==> config.mk <==
export PLATFORM = sky130hd
export DESIGN_NAME = wishbone_1mst_to_nslv
export DESIGN_NICKNAME = d
export VERILOG_FILES = /design/src/rtl/wishbone_1mst_to_nslv.sv
export SDC_FILE = /design/constraint.sdc
export NUM_CORES = 1
export LEC_CHECK = 0
export CORE_AREA = 2 2 192 194
export CTS_CLUSTER_SIZE = 30
export DETAILED_ROUTE_END_ITERATION = 6
export DIE_AREA = 0 0 194 196
export PLACE_DENSITY = 0.55
export SYNTH_ARGS = -nofsm -noshare
export SYNTH_HDL_FRONTEND = slang
export SYNTH_SLANG_ARGS = --single-unit
==> constraint.sdc <==
create_clock -name wb_clk_i -period 6.25 [get_ports wb_clk_i]
set_input_delay 1.25 -clock wb_clk_i [delete_from_list [all_inputs] [get_ports wb_clk_i]]
set_output_delay 1.25 -clock wb_clk_i [all_outputs]
set_load 0.05 [all_outputs]
==> src/rtl/wishbone_1mst_to_nslv.sv <==
// Wishbone classic interconnect: one master to NB_SLV slaves, registered request/response path.
// Defining WB_ICN_TIMEOUT_EN adds a bus-timeout watchdog (TIMEOUT cycles in ACCESS).

package wishbone_1mst_to_nslv_pkg;
    localparam int unsigned MAX_SLV = 16;

    // Slot i decodes the 64 KiB window at 0x3000_0000 + (i << 16).
    function automatic logic [MAX_SLV*32-1:0] default_addr_base();
        logic [MAX_SLV*32-1:0] v;
        v = '0;
        for (int i = 0; i < int'(MAX_SLV); i++)
            v[32*i +: 32] = 32'h3000_0000 + (32'(i) << 16);
        return v;
    endfunction
endpackage

module wishbone_1mst_to_nslv
    import wishbone_1mst_to_nslv_pkg::*;
#(
    parameter int unsigned          NB_SLV    = 8,
    parameter logic [NB_SLV*32-1:0] ADDR_BASE = (NB_SLV*32)'(default_addr_base()),
    parameter logic [NB_SLV*32-1:0] ADDR_MASK = {NB_SLV{32'hFFFF_0000}},
    parameter logic [31:0]          ERR_DATA  = 32'hDEAD_BEEF
`ifdef WB_ICN_TIMEOUT_EN
    ,
    parameter int unsigned          TIMEOUT   = 1024
`endif
) (
    input  logic                   wb_clk_i,
    input  logic                   wb_rst_i,
    input  logic                   wbs_m_cyc_i,
    input  logic                   wbs_m_stb_i,
    input  logic                   wbs_m_we_i,
    input  logic [31:0]            wbs_m_adr_i,
    input  logic [31:0]            wbs_m_dat_i,
    input  logic [3:0]             wbs_m_sel_i,
    output logic [31:0]            wbs_m_dat_o,
    output logic                   wbs_m_ack_o,
    output logic [NB_SLV-1:0]      wbs_s_cyc_o,
    output logic [NB_SLV-1:0]      wbs_s_stb_o,
    output logic [31:0]            wbs_s_adr_o,
    output logic [31:0]            wbs_s_dat_o,
    output logic                   wbs_s_we_o,
    output logic [3:0]             wbs_s_sel_o,
    input  logic [NB_SLV*32-1:0]   wbs_s_dat_i,
    input  logic [NB_SLV-1:0]      wbs_s_ack_i,
    output logic                   err_o,
    output logic [31:0]            err_adr_o
);

    localparam logic [1:0] S_IDLE   = 2'd0;
    localparam logic [1:0] S_ACCESS = 2'd1;
    localparam logic [1:0] S_RESP   = 2'd2;

    logic [1:0]        r_state;
    logic [NB_SLV-1:0] r_s_stb;
    logic [31:0]       r_s_adr;
    logic [31:0]       r_s_dat;
    logic              r_s_we;
    logic [3:0]        r_s_sel;
    logic [31:0]       r_m_dat;
    logic              r_m_ack;
    logic              r_err;
    logic [31:0]       r_err_adr;

    logic [NB_SLV-1:0] w_hit_oh;
    logic              w_sel_ack;
    logic [31:0]       w_sel_dat;
    logic              w_expire;

    // Scan from the top slot down so the lowest matching index is the one left standing.
    // NOTE: w_hit_oh is defaulted before the loop so the decode is purely combinational.
    always_comb begin
        w_hit_oh = '0;
        for (int i = int'(NB_SLV) - 1; i >= 0; i--) begin
            if ((wbs_m_adr_i & ADDR_MASK[32*i +: 32]) == ADDR_BASE[32*i +: 32]) begin
                w_hit_oh    = '0;
                w_hit_oh[i] = 1'b1;
            end
        end
    end

    // The registered one-hot strobe doubles as the response select, so stray acks are masked.
    always_comb begin
        w_sel_dat = '0;
        for (int i = 0; i < int'(NB_SLV); i++)
            if (r_s_stb[i]) w_sel_dat = w_sel_dat | wbs_s_dat_i[32*i +: 32];
    end

    assign w_sel_ack = |(wbs_s_ack_i & r_s_stb);

`ifdef WB_ICN_TIMEOUT_EN
    localparam int unsigned CNT_W = $clog2(TIMEOUT);

    logic [CNT_W-1:0] r_tmo_cnt;

    always_ff @(posedge wb_clk_i or posedge wb_rst_i) begin
        if (wb_rst_i)
            r_tmo_cnt <= '0;
        else if (r_state != S_ACCESS)
            r_tmo_cnt <= '0;
        else
            r_tmo_cnt <= r_tmo_cnt + CNT_W'(1);
    end

    assign w_expire = (r_state == S_ACCESS) && (r_tmo_cnt == CNT_W'(TIMEOUT - 1));
`else
    assign w_expire = 1'b0;
`endif

    // NOTE: all state is updated with non-blocking assignments so every register samples pre-edge values.
    always_ff @(posedge wb_clk_i or posedge wb_rst_i) begin
        if (wb_rst_i) begin
            r_state   <= S_IDLE;
            r_s_stb   <= '0;
            r_s_adr   <= '0;
            r_s_dat   <= '0;
            r_s_we    <= 1'b0;
            r_s_sel   <= '0;
            r_m_dat   <= '0;
            r_m_ack   <= 1'b0;
            r_err     <= 1'b0;
            r_err_adr <= '0;
        end else begin
            r_m_ack <= 1'b0;
            r_err   <= 1'b0;
            case (r_state)
                S_IDLE: begin
                    if (wbs_m_cyc_i && wbs_m_stb_i) begin
                        r_s_adr <= wbs_m_adr_i;
                        r_s_dat <= wbs_m_dat_i;
                        r_s_we  <= wbs_m_we_i;
                        r_s_sel <= wbs_m_sel_i;
                        if (|w_hit_oh) begin
                            r_s_stb <= w_hit_oh;
                            r_state <= S_ACCESS;
                        end else begin
                            r_m_dat   <= ERR_DATA;
                            r_m_ack   <= 1'b1;
                            r_err     <= 1'b1;
                            r_err_adr <= wbs_m_adr_i;
                            r_state   <= S_RESP;
                        end
                    end
                end
                S_ACCESS: begin
                    if (!wbs_m_cyc_i) begin
                        r_s_stb <= '0;
                        r_state <= S_IDLE;
                    end else if (w_sel_ack) begin
                        r_m_dat <= w_sel_dat;
                        r_m_ack <= 1'b1;
                        r_s_stb <= '0;
                        r_state <= S_RESP;
                    end else if (w_expire) begin
                        r_m_dat   <= ERR_DATA;
                        r_m_ack   <= 1'b1;
                        r_err     <= 1'b1;
                        r_err_adr <= r_s_adr;
                        r_s_stb   <= '0;
                        r_state   <= S_RESP;
                    end
                end
                S_RESP:  r_state <= S_IDLE;
                default: r_state <= S_IDLE;
            endcase
        end
    end

    assign wbs_m_dat_o = r_m_dat;
    assign wbs_m_ack_o = r_m_ack;
    assign wbs_s_cyc_o = r_s_stb;
    assign wbs_s_stb_o = r_s_stb;
    assign wbs_s_adr_o = r_s_adr;
    assign wbs_s_dat_o = r_s_dat;
    assign wbs_s_we_o  = r_s_we;
    assign wbs_s_sel_o = r_s_sel;
    assign err_o       = r_err;
    assign err_adr_o   = r_err_adr;

endmodule
Yosys cells after proc, flatten, opt, wreduce, memory -nomap -nowiden
Index checks and enable logic that the tools add are counted.
{ "totals": {"register_bits": 145, "inputBits": 337} }
{ "classes": {"n_eq_ne": 15, "n_reduce_logical": 10, "mux": 37, "n_bitwise": 9} }
{ "op_table": {"columns": ["cell", "n"], "rows": [
  ["two-way mux 32 bit", 12],
  ["bitwise OR 32 bit", 7],
  ["== test 16 x 14 -> 1 bit (second input constant)", 8],
  ["two-way mux 8 bit", 12],
  ["one-hot mux 32 bit (2 select lines)", 1],
  ["one-hot mux 8 bit (2 select lines)", 1],
  ["OR reduction 8 bit", 2],
  ["inequality test 2 bit (second input constant)", 5],
  ["bitwise AND 8 bit", 1],
  ["two-way mux 2 bit", 4],
  ["two-way mux 1 bit", 5],
  ["AND reduction 5 bit", 1],
  ["one-hot mux 2 bit (2 select lines)", 1],
  ["AND reduction 2 bit", 2],
  ["AND reduction 4 bit", 1],
  ["inequality test 3 bit (second input constant)", 1],
  ["AND reduction 3 bit", 1],
  ["== test 2 x 1 -> 1 bit (second input constant)", 1],
  ["logical NOT 2 bit", 1],
  ["one-hot mux 1 bit (2 select lines)", 1],
  ["nonzero test 2 bit", 1],
  ["logical AND 1 bit", 1],
  ["inverter 1 bit", 1]
]} }

Logic depth before layout (Yosys ltp)
{ "depth": {"depth_word": 18, "ltp_mapped": 7, "ltp_nobuf": 5} }

Least setup slack after synthesis
Ideal clock, no wire load.
{ "synth_timing": {"path_kind": "in2reg", "startpoint": "input port wbs_m_adr_i[19]", "endpoint": "register r_s_stb[0], in the netlist wbs_s_cyc_o[0]", "arrival_time_ns": 2.534, "path_stages": 5, "setup_time_ns": 0.121, "slack_ns": 3.595, "path_buffers": 0, "path_cell_list": "nor4_2 > nand4_2 > or2_0 > a221o_2 > a22o_1"} }
{ "synth_between": {"elab_chain_cells": 12, "elab_cells_between_ends": 22} }
{ "synth_rtl": {"columns": ["item", "line", "rtl"], "rows": [
  ["start, declared", "34", "input logic [31:0] wbs_m_adr_i,"],
  ["== test 16 x 14 -> 1 bit", "76", "if ((wbs_m_adr_i & ADDR_MASK[32*i +: 32]) == ADDR_BASE[32*i +: 32]) begin"],
  ["two-way mux 8 bit (7 in series)", "76", null],
  ["two-way mux 8 bit *", "76", null],
  ["OR reduction 8 bit", "134", "if (|w_hit_oh) begin"],
  ["inequality test 2 bit (no source line)", null, null],
  ["AND reduction 4 bit (no source line)", null, null],
  ["end signal, assigned", "135", "r_s_stb <= w_hit_oh;"],
  ["end, declared", "56", "logic [NB_SLV-1:0] r_s_stb;"]
]} }
Mark *: on every way between the ends. The rest lies on a longest branch, timed or not. The select of a mux whose other input is x is not followed.
A chain may end at the register's enable or synchronous reset.

Final worst setup path
{ "layout_timing": {"startpoint": "register r_s_stb[1], in the netlist wbs_s_cyc_o[1]", "endpoint": "output port wbs_s_stb_o[1]"} }
{ "layout_rtl": {"columns": ["item", "line", "rtl"], "rows": [
  ["end, declared", "40", "output logic [NB_SLV-1:0] wbs_s_stb_o,"]
]} }
No word-level cell between the ends.

==> flow_metrics.py <==
metrics = {
    "outcome": {
        "status": "complete, no violations",
    },
    "synth": {
        "netlist_area_um2": 6985,
        "syn_nets": 1025,
        "synth_area_leaders": "dfrtp_1 52%, nand2_1 12%, a22oi_1 11%",
        "synth-edff-count": 0,
        "yosysUniqueCellTypes": 33,
        "ys_seq_area_share_pct": 51.94,
        "yosysTopAreaCellShare_pct": 51.94,
        "synth_flop_cell": "dfrtp_1",
        "avgSynthCellArea_um2": 10.15,
        "synth_common_cells": "224 x nand2_1, 145 x dfrtp_1, 106 x a22oi_1",
        "yosysMostFrequentCell": "nand2_1",
        "synth_cells": 688,
        "ys_seq_elements": 145,
        "async_flop_share_pct": 100.0,
        "synth_top_cell_by_area": "dfrtp_1",
        "synth_warnings": 0,
    },
    "routing": {
        "drtIter0Drc": 328,
        "postRouteAntennaNets": 0,
        "wl_per_cell_um": 21.08,
        "first_pass_iters": 4,
        "wl_mm": 34.30,
        "vias_per_cell": 4.481,
        "drc": 0,
        "vias": 7290,
    },
    "critical_path": {
        "r2r_slack_ns": 2.99,
        "crit_required_ns": 5.00,
        "critical_path.top_delay_family": "buffers and inverters",
        "critPathBufInv": 2,
        "worstSetupEndpointType": "output pin",
        "r2r_start": "wbs_s_cyc_o[6]$_DFFE_PP0P_",
        "critical_path_depth": 2,
        "critPathMaxStageDelay_ns": 0.86,
        "critPathSlowestCell": "clkdlybuf4s50_1",
        "rr_worst_depth": 7,
        "cp.arrival_ns": 2.49,
        "cp_cell_sequence": "buf_4 -> clkdlybuf4s50_1",
        "start_kind": "flop",
        "reg2reg_to": "wbs_m_dat_o[29]$_DFFE_PP0P_",
        "critPathMaxFanout": 22,
        "critPathKind": "flop to output pin",
    },
    "power_and_ir_drop": {
        "pwr-share-comb_pct": 31.2,
        "switching_power_mw": 1.072,
        "peakVddDrop_mv": 0.1903,
        "clock_power_share_pct": 33.6,
        "intPower_mw": 2.056,
        "p_leak_nw": 5.134,
        "sw_frac_of_total_pct": 34.27,
        "power.density_nw_per_um2": 243.0,
        "p_seq_share_pct": 35.1,
        "p_total_mw": 3.128,
    },
    "clocking": {
        "post_cts_buffers": 0,
        "htree_levels": 4,
        "numCtsBuffers": 17,
        "ctsResizeCount": 0,
        "cts_max_path_buffers": 2,
        "path_clk_slew_ns": 0.07,
        "cts_tree": "done",
        "ctsHoldBuffers": 0,
        "worst_skew_pair.late_latency_ns": 0.43,
        "cts-root-buf": "clkbuf_16",
        "cts.sinks": 145,
    },
    "grt": {
        "grt_overflow": 0,
        "gr-usage-all-layers_pct": 17.61,
        "grt_pass1_wl_mm": 49.74,
        "antenna_found_initial": 3,
        "grt_max_degree": 73,
        "grt_pass1_vias": 7553,
    },
    "die": {
        "coreArea_um2": 36080,
        "start_util_pct": 19.36,
        "fp.dieW_um": 194,
        "io_pins": 488,
        "die_h_um": 196,
        "rows": 70,
        "die_area_um2": 38020,
    },
    "timing": {
        "whs_ns": 0.4704,
        "finalHoldViolations": 0,
        "maxSlewHeadroom_pct": 43.44,
        "final.setup.tns_ns": 0,
        "worst_slew_pin_slew_ns": 0.8484,
        "fin_skew_ns": 0.007949,
        "finalSetupViolations": 0,
        "finalCritPeriodShare_pct": 59.87,
        "min_period_ns": 3.742,
        "finalMaxSlewViolations": 0,
        "rsz0062_at_grt": "false",
        "fmaxAchievable_mhz": 267.3,
    },
    "final_layout": {
        "fill_cells": 3670,
        "fin_util_pct": 35.67,
        "layout-drive-gt1-share_pct": 9.507,
        "areaGrowthSynthToFinish_pct": 84.26,
        "fin_area_um2": 12870,
        "fin_nets": 1481,
    },
    "flow_run": {
        "cap_viol_max_count": 0,
    },
    "worst_hold_path": {
        "whs_path_depth": 2,
        "min_to": "wbs_s_dat_o[28]$_DFFE_PP0P_",
        "hold_path_class": "flop to flop",
        "min_from": "wbs_s_dat_o[28]$_DFFE_PP0P_",
    },
    "placement": {
        "io_buffers": 487,
        "dpl_cell_area_um2": 12270,
        "routabilityCongestion": 0.8075,
        "place_hpwl_mm": 26.15,
    },
}
## stage by stage
step           instances  setup slack [ns]
6_report            1627             2.508
3_3_place_gp        1593             2.418
3_5_place_dp        1593             2.388
4_1_cts             1625             2.432
5_1_grt             1626             2.360
2_1_floorplan        688             1.105
## power groups by stage
| stage | clock network (mW) | logic [mW] | registers, mW |
|---|---|---|---|
| finish | 1.05 | 0.977 | 1.10 |
| global route | 1.13 | 1.03 | 1.11 |
| CTS | 1.09 | 0.988 | 1.10 |
| detailed placement | 0 | 0.985 | 1.11 |
| global placement | 0 | 0.983 | 1.11 |
| floorplan | 0 | 0.128 | 1.48 |
## layout make-up
class                   count  area, um^2  area share [%]
diodes                      2       5.005         0.03888
clock buffers              18       439.2           3.412
clock inverters            14       152.6           1.186
inverters                   5       23.77          0.1847
multi-input cells         474        3057           23.75
flip-flops and latches    145        3628           28.19
well taps                 468       585.6           4.549
repair buffers            501        4980           38.69
## kinds of logic after synthesis
kind of cell	after synthesis	share of synthesized area [%]
compound gates	157	17.75
flops	145	51.94
buf+inv	69	4.549
simple gates	265	15.82
mux	52	9.941
## worst max-delay path by stage
| stage | from | end |
|---|---|---|
| 6_report | wbs_s_cyc_o[1]$_DFFE_PP0P_ | wbs_s_stb_o[1] |
| 5_1_grt | wbs_s_cyc_o[1]$_DFFE_PP0P_ | wbs_s_stb_o[1] |
| 4_1_cts | wbs_s_cyc_o[1]$_DFFE_PP0P_ | wbs_s_stb_o[1] |
| 3_5_place_dp | wbs_s_ack_i[2] | wbs_m_dat_o[30]$_DFFE_PP0P_ |
| 3_3_place_gp | wbs_s_ack_i[2] | wbs_m_dat_o[31]$_DFFE_PP0P_ |
| 2_1_floorplan | wb_rst_i | err_adr_o[0]$_DFFE_PP0P_ |
## layer usage
layer | wire length, um | share of wire (%) | global-route usage (%) | vias up
li1 | - | - | - | 3403
met1 | 14300 | 42 | 21.57 | 3558
met2 | 17010 | 50 | 29.63 | 305
met3 | 2404 | 7.0 | 5.742 | 24
met4 | 588 | 1.7 | 4.938 | 0
met5 | 0 | 0 | 0 | -
## flip-flops by register name (all words and copies together), names as in the netlist, 2 cells and up
register	flops
err_adr_o	32
wbs_s_sel_o	4
r_state	2
wbs_s_adr_o	32
wbs_s_cyc_o	8
wbs_s_dat_o	32
wbs_m_dat_o	32
## layout by cell type (no fill, tap or decap), drive strengths merged
cell / instances
a221o: 1
a221oi: 25
a22o: 4
a22oi: 106
a31o: 1
a32o: 6
a41oi: 8
and2: 1
and3: 1
and4bb: 1
buf: 14
bufinv: 2
clkbuf: 18
clkdlybuf4s50: 487
clkinv: 4
clkinvlp: 3
dfrtp: 145
diode: 2
inv: 10
mux2: 52
nand2: 225
nand2b: 1
nand4: 25
nor2: 5
nor3: 3
nor4: 1
o21ai: 6
or2: 1
or3: 1
## worst reg2reg max path, stage by stage (launching register included)
cell	delay, ns
dfrtp_1	0.64
buf_4	0.44
a22o_1	0.29
a221oi_2	0.04
and3_1	0.31
o21ai_4	0.51
buf_4	0.52
mux2_2	0.40
Note: power is estimated with default switching activity, not from simulation.
